### config.mk
export PLATFORM = sky130hd
export DESIGN_NAME = s_to_p_gear
export DESIGN_NICKNAME = d
export VERILOG_FILES = /design/src/rtl/s_to_p_gear.sv
export SDC_FILE = /design/constraint.sdc
export NUM_CORES = 1
export LEC_CHECK = 0
export CAP_MARGIN = 20
export CORE_ASPECT_RATIO = 2
export CORE_UTILIZATION = 35
export CTS_BUF_LIST = sky130_fd_sc_hd__clkbuf_2 sky130_fd_sc_hd__clkbuf_4 sky130_fd_sc_hd__clkbuf_8
export DETAILED_ROUTE_END_ITERATION = 6
export SKIP_LAST_GASP = 1
export SYNTH_ARGS = -nofsm -noshare
export SYNTH_HDL_FRONTEND = slang
export SYNTH_SLANG_ARGS = --single-unit
### constraint.sdc
create_clock -name clk -period 1.89 [get_ports clk]
set_input_delay 0.378 -clock clk [delete_from_list [all_inputs] [get_ports clk]]
set_output_delay 0.378 -clock clk [all_outputs]
set_load 0.005 [all_outputs]
### src/rtl/s_to_p_gear.sv
// Purpose : serial-to-parallel gearbox, packs IN_WIDTH-bit beats into OUT_RATIO-beat words.
// Latency : 1 cycle from the completing beat to valid_b.
// Backpr. : full valid/ready on both sides; one spare word is held in acc, and ready_a drops while it waits.
//
// Ports:
//   clk, rst                  single clock, synchronous active-high reset
//   valid_a/data_a/last_a     input beat; last_a closes a partial word
//   ready_a                   registered, high whenever acc has room
//   valid_b/ready_b           output word handshake
//   data_b                    packed word, unfilled slots zero
//   len_b                     beats in word, 1..OUT_RATIO
//   word_cnt                  output word counter, present only with S_TO_P_GEAR_CNT_EN
module s_to_p_gear #(
  parameter int IN_WIDTH  = 1,
  parameter int OUT_RATIO = 6,
  parameter int MSB_FIRST = 0,
  localparam int OUT_WIDTH = IN_WIDTH * OUT_RATIO,
  localparam int CNT_W     = $clog2(OUT_RATIO + 1)
) (
  input  logic                 clk,
  input  logic                 rst,
  input  logic                 valid_a,
  input  logic [IN_WIDTH-1:0]  data_a,
  input  logic                 last_a,
  output logic                 ready_a,
  output logic                 valid_b,
  input  logic                 ready_b,
  output logic [OUT_WIDTH-1:0] data_b,
  output logic [CNT_W-1:0]     len_b
`ifdef S_TO_P_GEAR_CNT_EN
  ,
  output logic [15:0]          word_cnt
`endif
);

  logic [OUT_WIDTH-1:0] acc;
  logic [OUT_WIDTH-1:0] acc_ins;
  logic [CNT_W-1:0]     cnt;
  logic [CNT_W-1:0]     cnt_inc;
  logic                 acc_full;
  logic                 out_free;
  logic                 in_xfer;
  logic                 complete;

  assign out_free = ~valid_b | ready_b;
  assign in_xfer  = valid_a & ready_a;
  assign cnt_inc  = cnt + CNT_W'(1);
  assign complete = in_xfer & ((cnt == CNT_W'(OUT_RATIO - 1)) | last_a);

  // acc with the current beat dropped into slot cnt; unfilled slots are
  // already zero because acc is cleared after every completed word.
  always_comb begin
    acc_ins = acc;
    for (int k = 0; k < OUT_RATIO; k++) begin
      if (cnt == CNT_W'(k)) begin
        acc_ins[((MSB_FIRST != 0) ? (OUT_RATIO - 1 - k) : k) * IN_WIDTH +: IN_WIDTH] = data_a;
      end
    end
  end

  always_ff @(posedge clk) begin
    if (rst) begin
      ready_a  <= 1'b0;
      valid_b  <= 1'b0;
      data_b   <= '0;
      len_b    <= '0;
      cnt      <= '0;
      acc      <= '0;
      acc_full <= 1'b0;
`ifdef S_TO_P_GEAR_CNT_EN
      word_cnt <= '0;
`endif
    end else begin
      // ready_a tracks the next value of acc_full; branches below override.
      ready_a <= ~acc_full;
      if (valid_b && ready_b) valid_b <= 1'b0;

      if (acc_full) begin
        // Buffered word: cnt still holds its length.
        if (out_free) begin
          data_b   <= acc;
          len_b    <= cnt;
          valid_b  <= 1'b1;
          acc      <= '0;
          cnt      <= '0;
          acc_full <= 1'b0;
          ready_a  <= 1'b1;
        end
      end else if (in_xfer) begin
        if (complete && out_free) begin
          // Straight to the output stage; valid_b stays up if a word just left.
          data_b  <= acc_ins;
          len_b   <= cnt_inc;
          valid_b <= 1'b1;
          acc     <= '0;
          cnt     <= '0;
        end else if (complete) begin
          acc      <= acc_ins;
          cnt      <= cnt_inc;
          acc_full <= 1'b1;
          ready_a  <= 1'b0;
        end else begin
          acc <= acc_ins;
          cnt <= cnt_inc;
        end
      end

`ifdef S_TO_P_GEAR_CNT_EN
      if (valid_b && ready_b) word_cnt <= word_cnt + 16'd1;
`endif
    end
  end

endmodule

### Word-level counts from Yosys, hierarchy flattened

Cells that the tools add are included.

| cells by class | value |
|---|---|
| muxes and demuxes | 37 |
| bitwise operators | 6 |
| reductions and logical operators | 7 |
| eq/ne operators | 6 |
| add/sub/neg operators | 1 |

Operator list:

| operator | number |
|---|---|
| $mux W6 | 8 |
| $mux W3 | 8 |
| $mux W1 | 21 |
| $eq A3 B2 Y1 const B | 2 |
| $eq A3 B3 Y1 const B | 2 |
| $reduce_bool A2 Y1 | 2 |
| $add A3 B1 Y3 const B | 1 |
| $eq A3 B1 Y1 const B | 1 |
| $logic_not A3 Y1 | 1 |
| $reduce_and A3 Y1 | 1 |
| $and A1 B1 Y1 | 2 |
| $logic_and A1 B1 Y1 | 2 |
| $ne A2 B1 Y1 const B | 1 |
| $not A1 Y1 | 2 |
| $or A1 B1 Y1 | 2 |
| $reduce_and A2 Y1 | 1 |

| storage, ports and cells | value |
|---|---|
| bits of input ports | 6 |
| flip-flop bits (word level) | 21 |
| output and inout port bits | 11 |
| logic and storage cells | 64 |

### Longest topological paths before layout

Gate-level depths: netlist (run 1).

| depth | value |
|---|---|
| depth in word-level cells | 7 |
| gate-level depth with buffers | 7 |
| depth with buffers taken out | 6 |

### Worst setup path after synthesis (run 1)

Ideal clock, no wire load.

| timing | value |
|---|---|
| path kind | register to register |
| from | register cnt[1] |
| to | register acc[2] |
| buffers on the path | 0 |
| period minus slack after synthesis | 1.545 ns |
| arrival time | 1.470 ns |
| cell stages (with the launch flop) | 7 |
| library setup time | 0.075 ns |
| data required time | 1.815 ns |
| slack | 0.345 ns |
| cell sequence | dfxtp_1 -> inv_1 -> ha_1 -> a21o_1 -> a211oi_4 -> nand2_1 -> o22ai_1 |

| on the way | value |
|---|---|
| longest elaborated chain between the ends | 7 |
| elaborated cells between the ends (all ways) | 9 |
| classes of those cells | eq/ne: 2; mux: 4; bitwise: 2; reduce/logical: 1 |

Ends and longest elaborated chain:

| element | RTL line | RTL |
|---|---|---|
| from (decl) | 38 | `logic [CNT_W-1:0] cnt;` |
| from (signal assigned) | 99 | `cnt <= cnt_inc;` |
| from (signal assigned) | 104 | `cnt <= cnt_inc;` |
| $eq A3 B3 Y1 | 48 | `assign complete = in_xfer & ((cnt == CNT_W'(OUT_RATIO - 1)) \| last_a);` |
| $or A1 B1 Y1 | 48 |  |
| $and A1 B1 Y1 | 48 |  |
| $logic_and A1 B1 Y1 | 90 | `if (complete && out_free) begin` |
| $mux W6 (*) | 90 |  |
| $mux W6 (*) | 89 | `end else if (in_xfer) begin` |
| $mux W6 (*) | 78 | `if (acc_full) begin` |
| to (signal assigned) | 98 | `acc <= acc_ins;` |
| to (signal assigned) | 103 | `acc <= acc_ins;` |
| to (decl) | 36 | `logic [OUT_WIDTH-1:0] acc;` |

Mark *: on every way between the ends. The rest lies on a longest branch, timed or not. The select of a mux whose other input is x is not followed.
A chain may end at the register's enable or synchronous reset.

### Worst setup path in the final report (run 1)

| timing | value |
|---|---|
| from | register cnt[1] |
| to | register acc[1] |

Same word-level chain as after synthesis.

==> results of run 1 <==
[registers in the layout, indices dropped and copies added (netlist names)]
| name | flops |
|---|---|
| cnt | 3 |
| ready_a | 1 |
| acc_full | 1 |
| data_b | 6 |
| acc | 6 |
| len_b | 3 |
| valid_b | 1 |
[cell usage after synthesis, types with 2 or more instances]
cell,count,share of area
dfxtp_1,21,0.38
nor2_1,19,0.064
a21oi_1,12,0.054
inv_1,10,0.034
nand2_1,9,0.030
mux2i_1,8,0.072
ha_1,5,0.056
o22ai_1,5,0.028
a211oi_1,4,0.027
clkbuf_1,4,0.014
o21ai_0,4,0.018
a211oi_2,3,0.034
buf_6,3,0.030
nand2b_1,3,0.017
a211oi_4,2,0.036
a21o_1,2,0.014
a22oi_1,2,0.014
a31oi_1,2,0.011
nand3b_1,2,0.014
nor2b_1,2,0.011
[logic make-up after synthesis]
family,after synthesis,share of synthesized area
buffers and inverters,18,0.0822
adders and majority gates,5,0.0563
muxes,8,0.0721
and+or+nand+nor,40,0.168
DFF,21,0.378
AOI/OAI and AO/OA,37,0.243
[how the worst max path moves through the flow]
stage                        start                     to  cells after the start
2_1_floorplan  cnt[1]$_SDFFE_PP0P_    acc[2]$_SDFFE_PP0P_                      6
3_3_place_gp               valid_a  len_b[2]$_SDFFE_PP0P_                      6
3_5_place_dp               valid_a  len_b[2]$_SDFFE_PP0P_                      6
4_1_cts        cnt[1]$_SDFFE_PP0P_    acc[0]$_SDFFE_PP0P_                      7
5_1_grt        cnt[1]$_SDFFE_PP0P_    acc[5]$_SDFFE_PP0P_                      7
6_report       cnt[1]$_SDFFE_PP0P_    acc[1]$_SDFFE_PP0P_                      6
[metal layers]
| metal | track usage | wire length, um |
|---|---|---|
| met5 | 0 | 0 |
| met1 | 0.168 | 890 |
| met4 | 0.100 | 87 |
| met2 | 0.295 | 1340 |
| met3 | 0.0154 | 53 |
[worst reg2reg max path, cell delays in order (launching register included)]
cell,delay [ns]
dfxtp_1,0.41
inv_1,0.09
ha_1,0.23
a21oi_1,0.20
nor2_1,0.07
or4_1,0.46
a21oi_1,0.14
[metrics by stage]
stage / power (mW) / instances / setup WS (ns) / cell area [sq um] / util
floorplan: 0.542 / 129 / 0.345 / 1110 / -
global placement: 0.599 / 177 / 0.0549 / 1340 / 0.451
detailed placement: 0.601 / 177 / -0.00395 / 1340 / 0.451
CTS: 0.901 / 181 / 0.206 / 1390 / 0.466
global route: 0.937 / 181 / 0.0642 / 1390 / 0.466
finish: 0.889 / 181 / 0.215 / 1390 / 0.466
[layout make-up]
class | count | share of cell area
timing repair buffer | 26 | 0.178
sequential | 21 | 0.303
clock buffer | 3 | 0.0297
inverter | 10 | 0.0270
tap | 30 | 0.0270
clock inverter | 1 | 0.00360
multi-input combinational | 90 | 0.432
[power groups by stage]
| stage | Clock, mW | Combinational, mW | Sequential (mW) |
|---|---|---|---|
| after floorplan | 0 | 0.0670 | 0.475 |
| after global placement | 0 | 0.124 | 0.474 |
| after detailed placement | 0 | 0.126 | 0.475 |
| after CTS | 0.310 | 0.127 | 0.464 |
| after global routing | 0.332 | 0.139 | 0.466 |
| final | 0.300 | 0.125 | 0.464 |
==> reports/qor.txt, run 1 <==
Antenna Cells - 0
post-DP HPWL - 1880 um
combinational group share of total power - 0.141
die area - 3420 sq um
CTS HTree Levels - 1
postcts setup bufs - 0
reg2reg setup slack - 0.22 ns
layout overhead on the synthesized area - 25.0%
Worst R2R Start - cnt[1]$_SDFFE_PP0P_
unrepaired setup endpoints after global routing - false
P_sw - 222 uW
register bit count reported by yosys - 21
Post-DRT Antenna Nets - 0
Hold Path Sink - acc[4]$_SDFFE_PP0P_
PortBufs - 16
Hold Buf Count CTS - 0
Final Net Count - 163
Die H - 81.7 um
relative slew slack - 0.794
Syn Area/Cell - 8.61 sq um
synthesis warning total - 0
min-delay src - acc[4]$_SDFFE_PP0P_
fin crit share - 0.886
arrival time worst endpoint - 1.87 ns
clock share of power - 0.337
Setup CP Type - flip-flop to flip-flop
cell family with most CP delay - simple AND/OR/NAND/NOR gates
slowest CP cell - or4_1
post-route setup TNS - 0 ns
hold depth - 2
Top Ports - 17
final setup vio count - 0
fin. max-slew vios - 0
most frequent cells in the layout - dfxtp_1 (21), nor2_1 (19), clkdlybuf4s50_1 (16)
layout cells sized above 1 - 0.126
GR Util All Layers - 0.159
Min-Delay Path Class - flip-flop to flip-flop
EDFF count, synth - 0
VDD IR max - 0.000398 V
FF+latch area - 420 sq um
Initial Util - 0.373
crit-path max cell delay - 0.46 ns
register clock-pin slew on the reported worst setup and hold paths - 0.08 ns
CORE AREA - 2980 sq um
switching part of the total - 0.249
area occupied by multi-input gates - 599 sq um
Slew @ Worst Pin - 0.309 ns
Yosys cell types - 27
GR Overflow Total - 0
Initial DRC Count - 13
cell mode on critical path - a21oi_1
Leak - 0.497 nW
minimum clock period - 1.67 ns
Vias - 960
Worst Path Required - 2.09 ns
status - complete, no violations
First-pass DRT Iterations - 4
# resized after CTS - 0
Hold WS - 0.452 ns
highest clock rate - 597 MHz
Worst R2R End - acc[1]$_SDFFE_PP0P_
ys async rst share - 0
CTS Buf Count - 3
Worst Setup Start Kind - flip-flop
Clock Latency Late Sink - 0.26 ns
commonest register cell after synthesis - dfxtp_1
crit path cell chain - inv_1, ha_1, a21oi_1, nor2_1, or4_1, a21oi_1
Seq pwr share - 0.522
fillers - 288
Pint - 667 uW
Mapped Area - 1110 sq um
initial antenna violation count - 0
Clock Tree Buf Depth - 2
Die W - 41.8 um
wire per inst - 13.1 um
Post-Route WL - 2380 um
Worst Path Buf+Inv - 1
Root Driver - clkbuf_8
maxcap violations - 0
critical-path maximum fanout - 5
CP Capture Type - flip-flop
Fin. Hold Viols - 0
Avg Vias per Cell - 5.30
global-route wire length before repair - 4100 um
largest net degree at the start of global routing - 16
Placer Congestion - 0.755
# clock sinks - 21
Power per Cell Area - 640 nW/um^2
Synth Instances - 129
Seq/Total Area, Yosys - 0.378
# DRC - 0
TritonCTS clock tree - done
commonest non-fill, non-tap cell in the layout - dfxtp_1
std cell rows - 28
Syn Nets - 140
number of global-route vias before repair - 919
worst r2r path cells - 6
clk_skew - 0.00299 ns
Note: power is estimated with default switching activity, not from simulation.
==> inputs of run 2 (changes only) <==
Settings changed: CORE_MARGIN set to 2, PLACE_DENSITY set to 0.67, REMOVE_ABC_BUFFERS set to 1.
==> run 2 against run 1 <==
Sequential share of layout area increased by 0.25 points. Global-route usage decreased by 2.2 points. Sequential cell count unchanged. Sequential power about the same. Clock power about the same. Combinational power decreased by 3%. Register-to-register slack got worse by 0.06 ns. Die area increased by 7.3%. Fmax decreased by 3.3%. Hold slack improved by 0.0042 ns. Power decreased by 0.25%. Critical path type unchanged. Largest power group unchanged.
==> reports/qor.txt, run 2 (synthesis results as in run 1) <==
status - complete, no violations
clk_skew - 0.00179 ns (-0.00120 ns)
Placer Congestion - 0.804 (+6.5%)
CTS Buf Count - 3 (unchanged)
Worst R2R Start - cnt[1]$_SDFFE_PP0P_
Power per Cell Area - 644 nW/um^2 (+0.57%)
Setup WS pre-CTS - -0.0255 ns (-0.0215 ns)
CTS HTree Levels - 1 (unchanged)
initial antenna violation count - 0 (unchanged)
minimum clock period - 1.73 ns (+0.0580 ns)
unrepaired setup endpoints after global routing - false
Hold WS - 0.457 ns (+0.00423 ns)
Leak - 0.488 nW (-1.8%)
cell area after layout - 1380 sq um (-0.81%)
die area - 3670 sq um (+7.3%)
maxcap violations - 0 (unchanged)
GR Util All Layers - 0.137 (-0.0221)
CORE AREA - 3080 sq um (+3.6%)
GR Overflow Total - 0 (unchanged)
fin util - 0.447 (-0.0197)
TritonCTS clock tree - done
min-delay src - acc[4]$_SDFFE_PP0P_
fillers - 314 (+9.0%)
# clock sinks - 21 (unchanged)
cell family with most CP delay - compound AO/OA/AOI/OAI gates
Avg Vias per Cell - 5.18 (-2.3%)
layout overhead on the synthesized area - 24.0%
worst r2r path cells - 6 (unchanged)
Final Net Count - 161 (-1.2%)
Min-Delay Path Class - flip-flop to flip-flop
number of global-route vias before repair - 929 (+1.1%)
reg2reg setup slack - 0.16 ns (-0.06 ns)
Setup CP Type - flip-flop to flip-flop
Slew @ Worst Pin - 0.394 ns (+0.0853 ns)
highest clock rate - 577 MHz (-3.3%)
VDD IR max - 0.000369 V (-7.2%)
# DRC - 0 (unchanged)
Vias - 933 (-2.8%)
arrival time worst endpoint - 1.92 ns (+0.05 ns)
Root Driver - clkbuf_8
Non-Filler Instances - 180 (-0.55%)
First-pass DRT Iterations - 4 (unchanged)
Worst Path Required - 2.07 ns (-0.02 ns)
register clock-pin slew on the reported worst setup and hold paths - 0.07 ns (about the same)
Antenna Cells - 0 (unchanged)
Largest regs - acc (6), data_b (6)
Post-DRT Antenna Nets - 0 (unchanged)
# resized after CTS - 0 (unchanged)
most frequent cells in the layout - dfxtp_1 (21), nor2_1 (19), clkdlybuf4s50_1 (16)
std cell rows - 29 (+3.6%)
Fin. Hold Viols - 0 (unchanged)
fin. max-slew vios - 0 (unchanged)
Initial DRC Count - 19 (+6)
commonest non-fill, non-tap cell in the layout - dfxtp_1
Die W - 43.8 um (+4.8%)
largest net degree at the start of global routing - 17 (+1)
crit path cell chain - inv_1, ha_1, a21o_1, a211oi_4, nand2_1, o22ai_1
Hold Buf Count CTS - 0 (unchanged)
area occupied by multi-input gates - 599 sq um (unchanged)
FF+latch area - 420 sq um (unchanged)
Clock Latency Late Sink - 0.26 ns (about the same)
worst setup margin - 0.157 ns (-0.0580 ns)
post-DP HPWL - 1770 um (-5.9%)
crit-path max cell delay - 0.41 ns (-0.05 ns)
Die H - 83.7 um (+2.4%)
slowest CP cell - dfxtp_1
CP Capture Type - flip-flop
layout cells sized above 1 - 0.114 (-0.0117)
Worst Setup Start Kind - flip-flop
PortBufs - 16 (unchanged)
relative slew slack - 0.737 (-0.0566)
Top Ports - 17 (unchanged)
Post-Route WL - 2240 um (-5.6%)
global-route wire length before repair - 3840 um (-6.2%)
wire per inst - 12.5 um (-5.1%)
Worst Path Buf+Inv - 1 (unchanged)
fin crit share - 0.917 (+0.0307)
Cell Area, Placed - 1330 sq um (-1.0%)
Clock Tree Buf Depth - 2 (unchanged)
critical-path maximum fanout - 5 (unchanged)
Initial Util - 0.360 (-0.0129)
hold depth - 2 (unchanged)
postcts setup bufs - 0 (unchanged)
final setup vio count - 0 (unchanged)
Worst R2R End - acc[2]$_SDFFE_PP0P_
Hold Path Sink - acc[4]$_SDFFE_PP0P_
placed instance count - 176 (-0.56%)
run 2: final cells by class:
cell class,count,share of cell area
Multi-Input combinational cell,90,0.435
Sequential cell,21,0.305
Timing Repair Buffer,24,0.169
Inverter,10,0.0272
Clock buffer,4,0.0354
Tap cell,31,0.0282
run 2: worst max-delay path by stage:
| stage | start | endpoint | slack [ns] | depth (start not counted) |
|---|---|---|---|---|
| 2_1_floorplan | acc_full$_SDFF_PP0_ | len_b[2]$_SDFFE_PP0P_ | 0.24 | 4 |
| 3_3_place_gp | valid_a | data_b[3]$_SDFFE_PP0P_ | 0.04 | 6 |
| 3_5_place_dp | valid_a | data_b[3]$_SDFFE_PP0P_ | -0.03 | 6 |
| 4_1_cts | cnt[1]$_SDFFE_PP0P_ | acc[2]$_SDFFE_PP0P_ | 0.12 | 6 |
| 5_1_grt | cnt[1]$_SDFFE_PP0P_ | acc[0]$_SDFFE_PP0P_ | 0.03 | 6 |
| 6_report | cnt[1]$_SDFFE_PP0P_ | acc[2]$_SDFFE_PP0P_ | 0.16 | 6 |
run 2: where the power goes:
part           internal [mW]  switching [mW]  leakage (nW)
clock                  0.165           0.136        0.0262
combinational         0.0636          0.0578         0.291
sequential             0.455         0.00922         0.171
run 2: worst min-delay path: cells and delay by family (launching register included):
| kind | cells | cell delay (ns) |
|---|---|---|
| AOI/OAI and AO/OA | 1 | 0.05 |
| buffers and inverters | 1 | 0.05 |
| DFF | 1 | 0.32 |
run 2: stage by stage:
step / power (mW) / TNS (ns)
finish: 0.887 / 0
detailed placement: 0.597 / -0.0255
floorplan: 0.531 / 0
global route: 0.927 / 0
CTS: 0.902 / 0
global placement: 0.595 / 0
run 2: routing by layer:
layer	wire length (um)	part of all wire	vias up	track usage
met3	72	0.032	5	0.0238
met2	1190	0.53	23	0.235
met1	923	0.41	417	0.143
li1	-	-	488	-
met4	56	0.025	0	0.0909
met5	0	0	-	0
